==> src/rtl/multicycle_control.sv <==
// Multicycle LEGv8 sequencer: FETCH/DECODE/EXECUTE/MEMORY/WRITEBACK with memory handshakes and timeout trap.
// Optional performance counters are enabled by defining CTRL_PERF_CNT_EN.
`timescale 1ns/1ps
module multicycle_control #(
    parameter int MEM_TIMEOUT = 16,
    parameter int TO_W        = 8
) (
    input  logic        Clk,
    input  logic        Reset,
    input  logic [10:0] opcode,
    input  logic        zero,
    input  logic        imem_ready,
    input  logic        dmem_ready,
    output logic        imem_req,
    output logic        dmem_req,
    output logic        ir_write,
    output logic        pc_write,
    output logic        pc_src,
    output logic        reg2loc,
    output logic        alusrc,
    output logic        mem2reg,
    output logic        regwrite,
    output logic        memread,
    output logic        memwrite,
    output logic [3:0]  aluop,
    output logic [2:0]  signop,
    output logic        instr_done,
    output logic        illegal_op,
    output logic        bus_error,
    output logic [31:0] cycle_count,
    output logic [31:0] instr_count
);
    typedef enum logic [2:0] {
        S_IDLE, S_FETCH, S_DECODE, S_EXECUTE, S_MEMORY, S_WRITEBACK, S_TRAP
    } state_t;

    typedef enum logic [3:0] {
        C_NONE, C_AND, C_ORR, C_ADD, C_SUB, C_ADDI, C_SUBI,
        C_MOVZ, C_B, C_CBZ, C_LDUR, C_STUR
    } class_t;

    localparam logic [TO_W-1:0] TO_LIM = TO_W'(MEM_TIMEOUT);

    function automatic class_t classify(input logic [10:0] op);
        casez (op)
            11'b10001010000: return C_AND;
            11'b10101010000: return C_ORR;
            11'b10001011000: return C_ADD;
            11'b11001011000: return C_SUB;
            11'b1001000100?: return C_ADDI;
            11'b1101000100?: return C_SUBI;
            11'b110100101??: return C_MOVZ;
            11'b000101?????: return C_B;
            11'b10110100???: return C_CBZ;
            11'b11111000010: return C_LDUR;
            11'b11111000000: return C_STUR;
            default:         return C_NONE;
        endcase
    endfunction

    state_t          state;
    class_t          cls;
    class_t          dec_cls;
    logic [TO_W-1:0] to_cnt;
    logic            mem_wait;
    logic            timed_out;

    assign dec_cls   = classify(opcode);
    assign mem_wait  = ((state == S_FETCH) && !imem_ready) || ((state == S_MEMORY) && !dmem_ready);
    // Ready arriving in the limit cycle clears mem_wait, so completion beats the trap.
    assign timed_out = (MEM_TIMEOUT != 0) && mem_wait && (to_cnt == TO_LIM);

    always_ff @(posedge Clk or posedge Reset) begin
        if (Reset) begin
            state      <= S_IDLE;
            cls        <= C_NONE;
            to_cnt     <= '0;
            illegal_op <= 1'b0;
            bus_error  <= 1'b0;
        end else begin
            to_cnt <= (mem_wait && !timed_out) ? to_cnt + 1'b1 : '0;
            case (state)
                S_IDLE: state <= S_FETCH;
                S_FETCH: begin
                    if (imem_ready) begin
                        state <= S_DECODE;
                    end else if (timed_out) begin
                        state     <= S_TRAP;
                        bus_error <= 1'b1;
                    end
                end
                S_DECODE: begin
                    cls <= dec_cls;
                    if (dec_cls == C_NONE) begin
                        state      <= S_TRAP;
                        illegal_op <= 1'b1;
                    end else begin
                        state <= S_EXECUTE;
                    end
                end
                S_EXECUTE: begin
                    case (cls)
                        C_B, C_CBZ:     state <= S_FETCH;
                        C_LDUR, C_STUR: state <= S_MEMORY;
                        default:        state <= S_WRITEBACK;
                    endcase
                end
                S_MEMORY: begin
                    if (dmem_ready) begin
                        state <= (cls == C_LDUR) ? S_WRITEBACK : S_FETCH;
                    end else if (timed_out) begin
                        state     <= S_TRAP;
                        bus_error <= 1'b1;
                    end
                end
                S_WRITEBACK: state <= S_FETCH;
                S_TRAP:      state <= S_TRAP;
                default:     state <= S_IDLE;
            endcase
        end
    end

    always_comb begin
        imem_req   = 1'b0;
        dmem_req   = 1'b0;
        ir_write   = 1'b0;
        pc_write   = 1'b0;
        pc_src     = 1'b0;
        reg2loc    = 1'b0;
        alusrc     = 1'b0;
        mem2reg    = 1'b0;
        regwrite   = 1'b0;
        memread    = 1'b0;
        memwrite   = 1'b0;
        aluop      = 4'b0000;
        signop     = 3'b000;
        instr_done = 1'b0;
        case (state)
            S_FETCH: begin
                imem_req = 1'b1;
                ir_write = imem_ready;
                pc_write = imem_ready;
            end
            S_DECODE: reg2loc = (dec_cls == C_CBZ) || (dec_cls == C_STUR);
            S_EXECUTE, S_MEMORY: begin
                reg2loc = (cls == C_CBZ) || (cls == C_STUR);
                alusrc  = (cls == C_ADDI) || (cls == C_SUBI) || (cls == C_MOVZ) ||
                          (cls == C_LDUR) || (cls == C_STUR);
                case (cls)
                    C_ORR:                        aluop = 4'b0001;
                    C_ADD, C_ADDI, C_LDUR, C_STUR: aluop = 4'b0010;
                    C_SUB, C_SUBI:                aluop = 4'b0110;
                    C_CBZ:                        aluop = 4'b0111;
                    C_MOVZ:                       aluop = 4'b1000;
                    default:                      aluop = 4'b0000;
                endcase
                case (cls)
                    C_LDUR, C_STUR: signop = 3'b001;
                    C_B:            signop = 3'b010;
                    C_CBZ:          signop = 3'b011;
                    C_MOVZ:         signop = 3'b100;
                    default:        signop = 3'b000;
                endcase
                if (state == S_EXECUTE) begin
                    if (cls == C_B || cls == C_CBZ) begin
                        pc_write   = (cls == C_B) ? 1'b1 : zero;
                        pc_src     = 1'b1;
                        instr_done = 1'b1;
                    end
                end else begin
                    dmem_req   = 1'b1;
                    memread    = (cls == C_LDUR);
                    memwrite   = (cls == C_STUR);
                    instr_done = (cls == C_STUR) && dmem_ready;
                end
            end
            S_WRITEBACK: begin
                regwrite   = 1'b1;
                instr_done = 1'b1;
                mem2reg    = (cls == C_LDUR);
            end
            default: ;
        endcase
    end

`ifdef CTRL_PERF_CNT_EN
    always_ff @(posedge Clk or posedge Reset) begin
        if (Reset) begin
            cycle_count <= '0;
            instr_count <= '0;
        end else begin
            if ((state == S_FETCH || state == S_DECODE || state == S_EXECUTE ||
                 state == S_MEMORY || state == S_WRITEBACK) && cycle_count != '1)
                cycle_count <= cycle_count + 32'd1;
            if (instr_done && instr_count != '1)
                instr_count <= instr_count + 32'd1;
        end
    end
`else
    assign cycle_count = '0;
    assign instr_count = '0;
`endif
endmodule

==> config.mk <==
export PLATFORM = sky130hd
export DESIGN_NAME = multicycle_control
export DESIGN_NICKNAME = d
export VERILOG_FILES = /design/src/rtl/multicycle_control.sv
export SDC_FILE = /design/constraint.sdc
export NUM_CORES = 1
export LEC_CHECK = 0
export CORE_UTILIZATION = 43
export CTS_BUF_LIST = sky130_fd_sc_hd__clkbuf_8 sky130_fd_sc_hd__clkbuf_16
export DETAILED_ROUTE_END_ITERATION = 7
export HOLD_SLACK_MARGIN = 0.15
export PLACE_DENSITY_LB_ADDON = 0.08
export SLEW_MARGIN = 20
export SYNTH_ARGS = -nofsm -noshare
export SYNTH_HDL_FRONTEND = slang
export SYNTH_SLANG_ARGS = --single-unit
==> constraint.sdc <==
create_clock -name Clk -period 3.3 [get_ports Clk]
set_input_delay 0.825 -clock Clk [delete_from_list [all_inputs] [get_ports Clk]]
set_output_delay 0.825 -clock Clk [all_outputs]
set_load 0.005 [all_outputs]
# After elaboration in Yosys (flattened, before gate mapping)
# Memories as Yosys holds them, arrays and structs flattened.
# Cells that the tools add are included.
dict set report op_classes {
  n_eq_ne 29
  n_reduce_logical 25
  n_addsub 1
  mux 37
}
# op n
set op_table {}
lappend op_table {{equality test 11 bit (second input constant)} 6}
lappend op_table {{case mux 4 bit (11 select lines)} 1}
lappend op_table {{equality test 4 bit (second input constant)} 6}
lappend op_table {{two-way mux 1 bit} 21}
lappend op_table {{equality test 10 bit (second input constant)} 2}
lappend op_table {{two-way mux 3 bit} 6}
lappend op_table {{case mux 3 bit (6 select lines)} 1}
lappend op_table {{equality test 4 x 3 -> 1 bit (second input constant)} 3}
lappend op_table {{case mux 3 bit (4 select lines)} 1}
lappend op_table {{equality test 3 bit (second input constant)} 3}
lappend op_table {{equality test 9 bit (second input constant)} 1}
lappend op_table {{adder 8 x 1 -> 8 bit (second input constant)} 1}
lappend op_table {{equality test 8 x 5 -> 1 bit (second input constant)} 1}
lappend op_table {{equality test 8 bit (second input constant)} 1}
lappend op_table {{logical OR 1 bit} 8}
lappend op_table {{two-way mux 8 bit} 1}
lappend op_table {{case mux 1 bit (2 select lines)} 4}
lappend op_table {{OR reduction 2 bit} 4}
lappend op_table {{equality test 3 x 2 -> 1 bit (second input constant)} 2}
lappend op_table {{equality test 6 x 3 -> 1 bit (second input constant)} 1}
lappend op_table {{case mux 3 bit (2 select lines)} 1}
lappend op_table {{logical AND 1 bit} 5}
lappend op_table {{zero test 4 bit} 1}
lappend op_table {{two-way mux 4 bit} 1}
lappend op_table {{7 further kinds} 10}
dict set report word_totals {
  regBits 17
  input_bits 16
  output_inout_bits 85
  n_memories 1
  elab_cells 98
  romBits 64
}
# name depth width read_ports rd_ports_with_merged_regs wr line
set mem_list {}
lappend mem_list {{(no name shown)} 16 4 1 0 0 149} ;# case (cls)

# Depth between registers and ports, before layout
dict set report logic_depth {
  depth_word 7
  mapped_depth 6
  mapped_depth_nobuf 5
}

# Least setup slack after synthesis
# No wires, ideal clock.
dict set report synth_timing {
  path_type {input -> output}
  start {input opcode[8]}
  end {output reg2loc}
  n_path_buf 1
  t_arrival_ps 2002
  path_stages 5
  path_slack_ps 473
  t_required_ps 2475
  cell_sequence {buf_2 > inv_1 > or4_1 > a21boi_1 > a2bb2oi_1}
}
dict set report synth_between {
  elab_chain_len 5
  word_cells_on_any_way 16
  cone_classes {eq/ne: 13; mux: 2; reduce/logical: 1}
}
# element line
set synth_lines {}
lappend synth_lines {{from (decl)} 10} ;# input logic [10:0] opcode,
lappend synth_lines {{equality test 11 bit, or another cell as far along} 45} ;# casez (op)
lappend synth_lines {{case mux 4 bit (11 select lines) *} 45}
lappend synth_lines {{equality test 4 bit} 144} ;# S_DECODE: reg2loc = (dec_cls == C_CBZ) || (dec_cls == C_STUR);
lappend synth_lines {{logical OR 1 bit *} 144}
lappend synth_lines {{case mux 1 bit (2 select lines) *} 138} ;# case (state)
lappend synth_lines {{to (decl)} 19} ;# output logic reg2loc,
# Every way passes the cells marked *; elsewhere a longest branch is shown, timed or not.

# Final worst setup path
dict set report layout_timing {
  start {input opcode[3]}
  end {output reg2loc}
}
dict set report layout_between {
  elab_chain_len 5
  word_cells_on_any_way 15
  cone_classes {eq/ne: 12; mux: 2; reduce/logical: 1}
}
# element line
set layout_lines {}
lappend layout_lines {{equality test 11 bit, or another cell as far along} 45}
lappend layout_lines {{case mux 4 bit (11 select lines) *} 45}
lappend layout_lines {{equality test 4 bit} 144}
lappend layout_lines {{logical OR 1 bit *} 144}
lappend layout_lines {{case mux 1 bit (2 select lines) *} 138}
# Marked as above.

==> flow_metrics.tcl <==
set metrics [dict create \
    outcome "completed" \
    peakVddDrop_mv 0.212 \
    cts_buffers 3 \
    async_flop_share_pct 100 \
    gp_routability_congestion 0.752 \
    finalNonFillerCells 341 \
    worst_slack_ns 0.0879 \
    num_antenna_cells 0 \
    crit_chain "clkdlybuf4s50_1, nand3b_1, or4_4, a21boi_2, a2bb2oi_1, buf_2" \
    path_clk_slew_ns 0.07 \
    port_buffers 36 \
    cts_htree_levels 1 \
    required_ns 2.47 \
    synth_seq_cells 17 \
    drt-initial-drc-count 107 \
    stdcell_area_sq_um 2240 \
    ant_nets 0 \
    seq_area_frac_synth_pct 22.8 \
    final_nets 310 \
    first_pass_iters 4 \
    fmax_ghz 0.311 \
    hold_violations 0 \
    synth.area.top_cells "buf_4 26%, dfrtp_1 23%, nor2_1 5.4%, nand2b_1 4.4%, nor3_1 2.4%" \
    hpwl_um 2760 \
    ys_types 48 \
    wl_per_cell_um 10.2 \
    post-place-cells 335 \
    drc 0 \
    layout_commonest_cell "conb_1" \
    clk_latency_ns 0.25 \
    grt_pass1_wl_um 5540 \
    cts-root-buf "clkbuf_8" \
    slowest_delay_ns 0.46 \
    fin_skew_ns 0.00408 \
    fin_setup_tns_ns 0 \
    ios 101 \
    layout-drive-gt1-share_pct 13.4 \
    setup_viol 0 \
    worstMarginPinSlew_ns 0.635 \
    place_ws_ns -0.395 \
    startpoint_type "input port" \
    initial_utilization_pct 45.6 \
    cts.sinks 17 \
    yosysWarnings 0 \
    place_area_sq_um 2160 \
    row_count 23 \
    drv_slew 0 \
    die_w_um 67.8 \
    cts_hold_buf 0 \
    synth_edf_count 0 \
    timing.critical_path.buf_inv 2 \
    synth_flop_cell "dfrtp_1" \
    yosys.area.top_type "buf_4" \
    whs_ns 0.473 \
    rsz0062_at_grt "false" \
    worstPathArrival_ns 2.39 \
    maxCapViolations 0 \
    startpoint "opcode[3]" \
    regToRegStartpoint "to_cnt[5]$_DFF_PP0_" \
    grt_pass1_vias 1224 \
    syn_inst 239 \
    min_from "bus_error$_DFFE_PP0P_" \
    yosysTopAreaCellShare_pct 26.2 \
    setup.worst_path.class "in -> out" \
    grt_use_total_pct 15.6 \
    fin_crit_sh_pct 97.3 \
    core_sq_um 4090 \
    p_per_area_nw_per_um2 462 \
    viasPerCell 4.50 \
    synthesis.area_sq_um 1860 \
    path_delay_family "simple AND/OR/NAND/NOR gates" \
    final_core_util_pct 54.9 \
    clk_path_buf_depth 2 \
    n_fill_cell 427 \
    area_growth_pct 20.3 \
    die_h_um 67.8 \
    final_cell_mix "64 x conb_1, 29 x clkdlybuf4s50_1, 27 x nor2_1" \
    grt_antenna_before_repair 0 \
    die_area_sq_um 4600 \
    cts_tree "yes" \
    endpoint_kind "output pin" \
    grt_remaining_overflow 0 \
    relSlewSlack_pct 57.6 \
    vias 1535 \
    grt_max_degree 18 \
    p_leak_nw 1.04 \
    layout_min_cycle_time_ns 3.21 \
    hold_class "reg -> reg" \
    cp_slowest_cell "clkdlybuf4s50_1" \
    fin_total_pwr_mw 1.04 \
    routed_wl_um 3460 \
    cp_max_fo 4 \
    syn_area_per_cell_sq_um 7.80 \
]
## cells by family after synthesis
kind of cell	synth area share [%]
AOI/OAI and AO/OA	13.2
xor gates and xnor gates	3.29
adders and majority gates	1.34
buffers and inverters	29.5
DFF	22.8
muxes	0.537
other	0.201
and+or+nand+nor	29.1
## report_power, final
| part | internal [mW] | switching, mW | total [mW] | leakage [nW] |
|---|---|---|---|---|
| clock network | 0.0837 | 0.0703 | 0.154 | 0.0255 |
| registers | 0.257 | 0.104 | 0.361 | 0.220 |
| logic | 0.271 | 0.250 | 0.521 | 0.799 |
## worst register-to-register path: stages, from the launching register on
cell and delay (ns):
dfrtp_1 0.41, nor4b_1 0.43, nand3_1 0.20, a221o_1 0.39, a211o_2 0.26
## synth_stat cells, drive strengths merged, types with 3 or more instances
cell    instances
nand3           6
inv             7
and3            3
a21oi           8
nor3            9
and2            5
nor2b           5
dfrtp          17
o21ai           9
nand3b          3
xor2            3
nand2           6
nor2           27
nand2b         13
buf            67
nor3b           4
clkbuf          7
xnor2           4
## cell type report
class / count / area [sq um] / area share [%]
repair buffers: 59 / 536 / 23.9
multi-input cells: 204 / 1150 / 51.1
inverters: 7 / 26.3 / 1.17
flip-flops and latches: 17 / 425 / 19.0
clock buffers: 3 / 41.3 / 1.84
clock inverters: 1 / 5.00 / 0.223
well taps: 50 / 62.6 / 2.79
## worst paths after layout
kind | to | slack [ns] | cells after the start
worst max-delay path | reg2loc | 0.09 | 6
worst min-delay path | bus_error$_DFFE_PP0P_ | 0.47 | 1
worst max register to register | state[0]$_DFF_PP0_ | 1.50 | 4
worst min register to register | bus_error$_DFFE_PP0P_ | 0.47 | 1
max in group asynchronous | cls[1]$_DFFE_PP0N_ | 1.93 | 2
min in group asynchronous | to_cnt[0]$_DFF_PP0_ | 0.95 | 2
## state kept, by name, indices dropped and copies added, names as in the netlist
signal,count
state,3
bus_error,1
to_cnt,8
cls,4
illegal_op,1
## per-layer routing
metal  share of wire, %  vias up  global-route usage [%]  routed length (um)
li1                   -      788                       -                   -
met1                 48      670                    21.8                1660
met2                 46       77                    25.2                1580
met3                6.4        0                    1.50                 221
met4                  0        0                    4.69                   0
met5                  0        -                       0                   0
## repair_timing
action	in CTS	in global routing
setup buffers	1	1
resized for setup	9	8
pin swaps	4	5
setup endpoints to repair	1	1
Power figures use the tool's default switching activity.
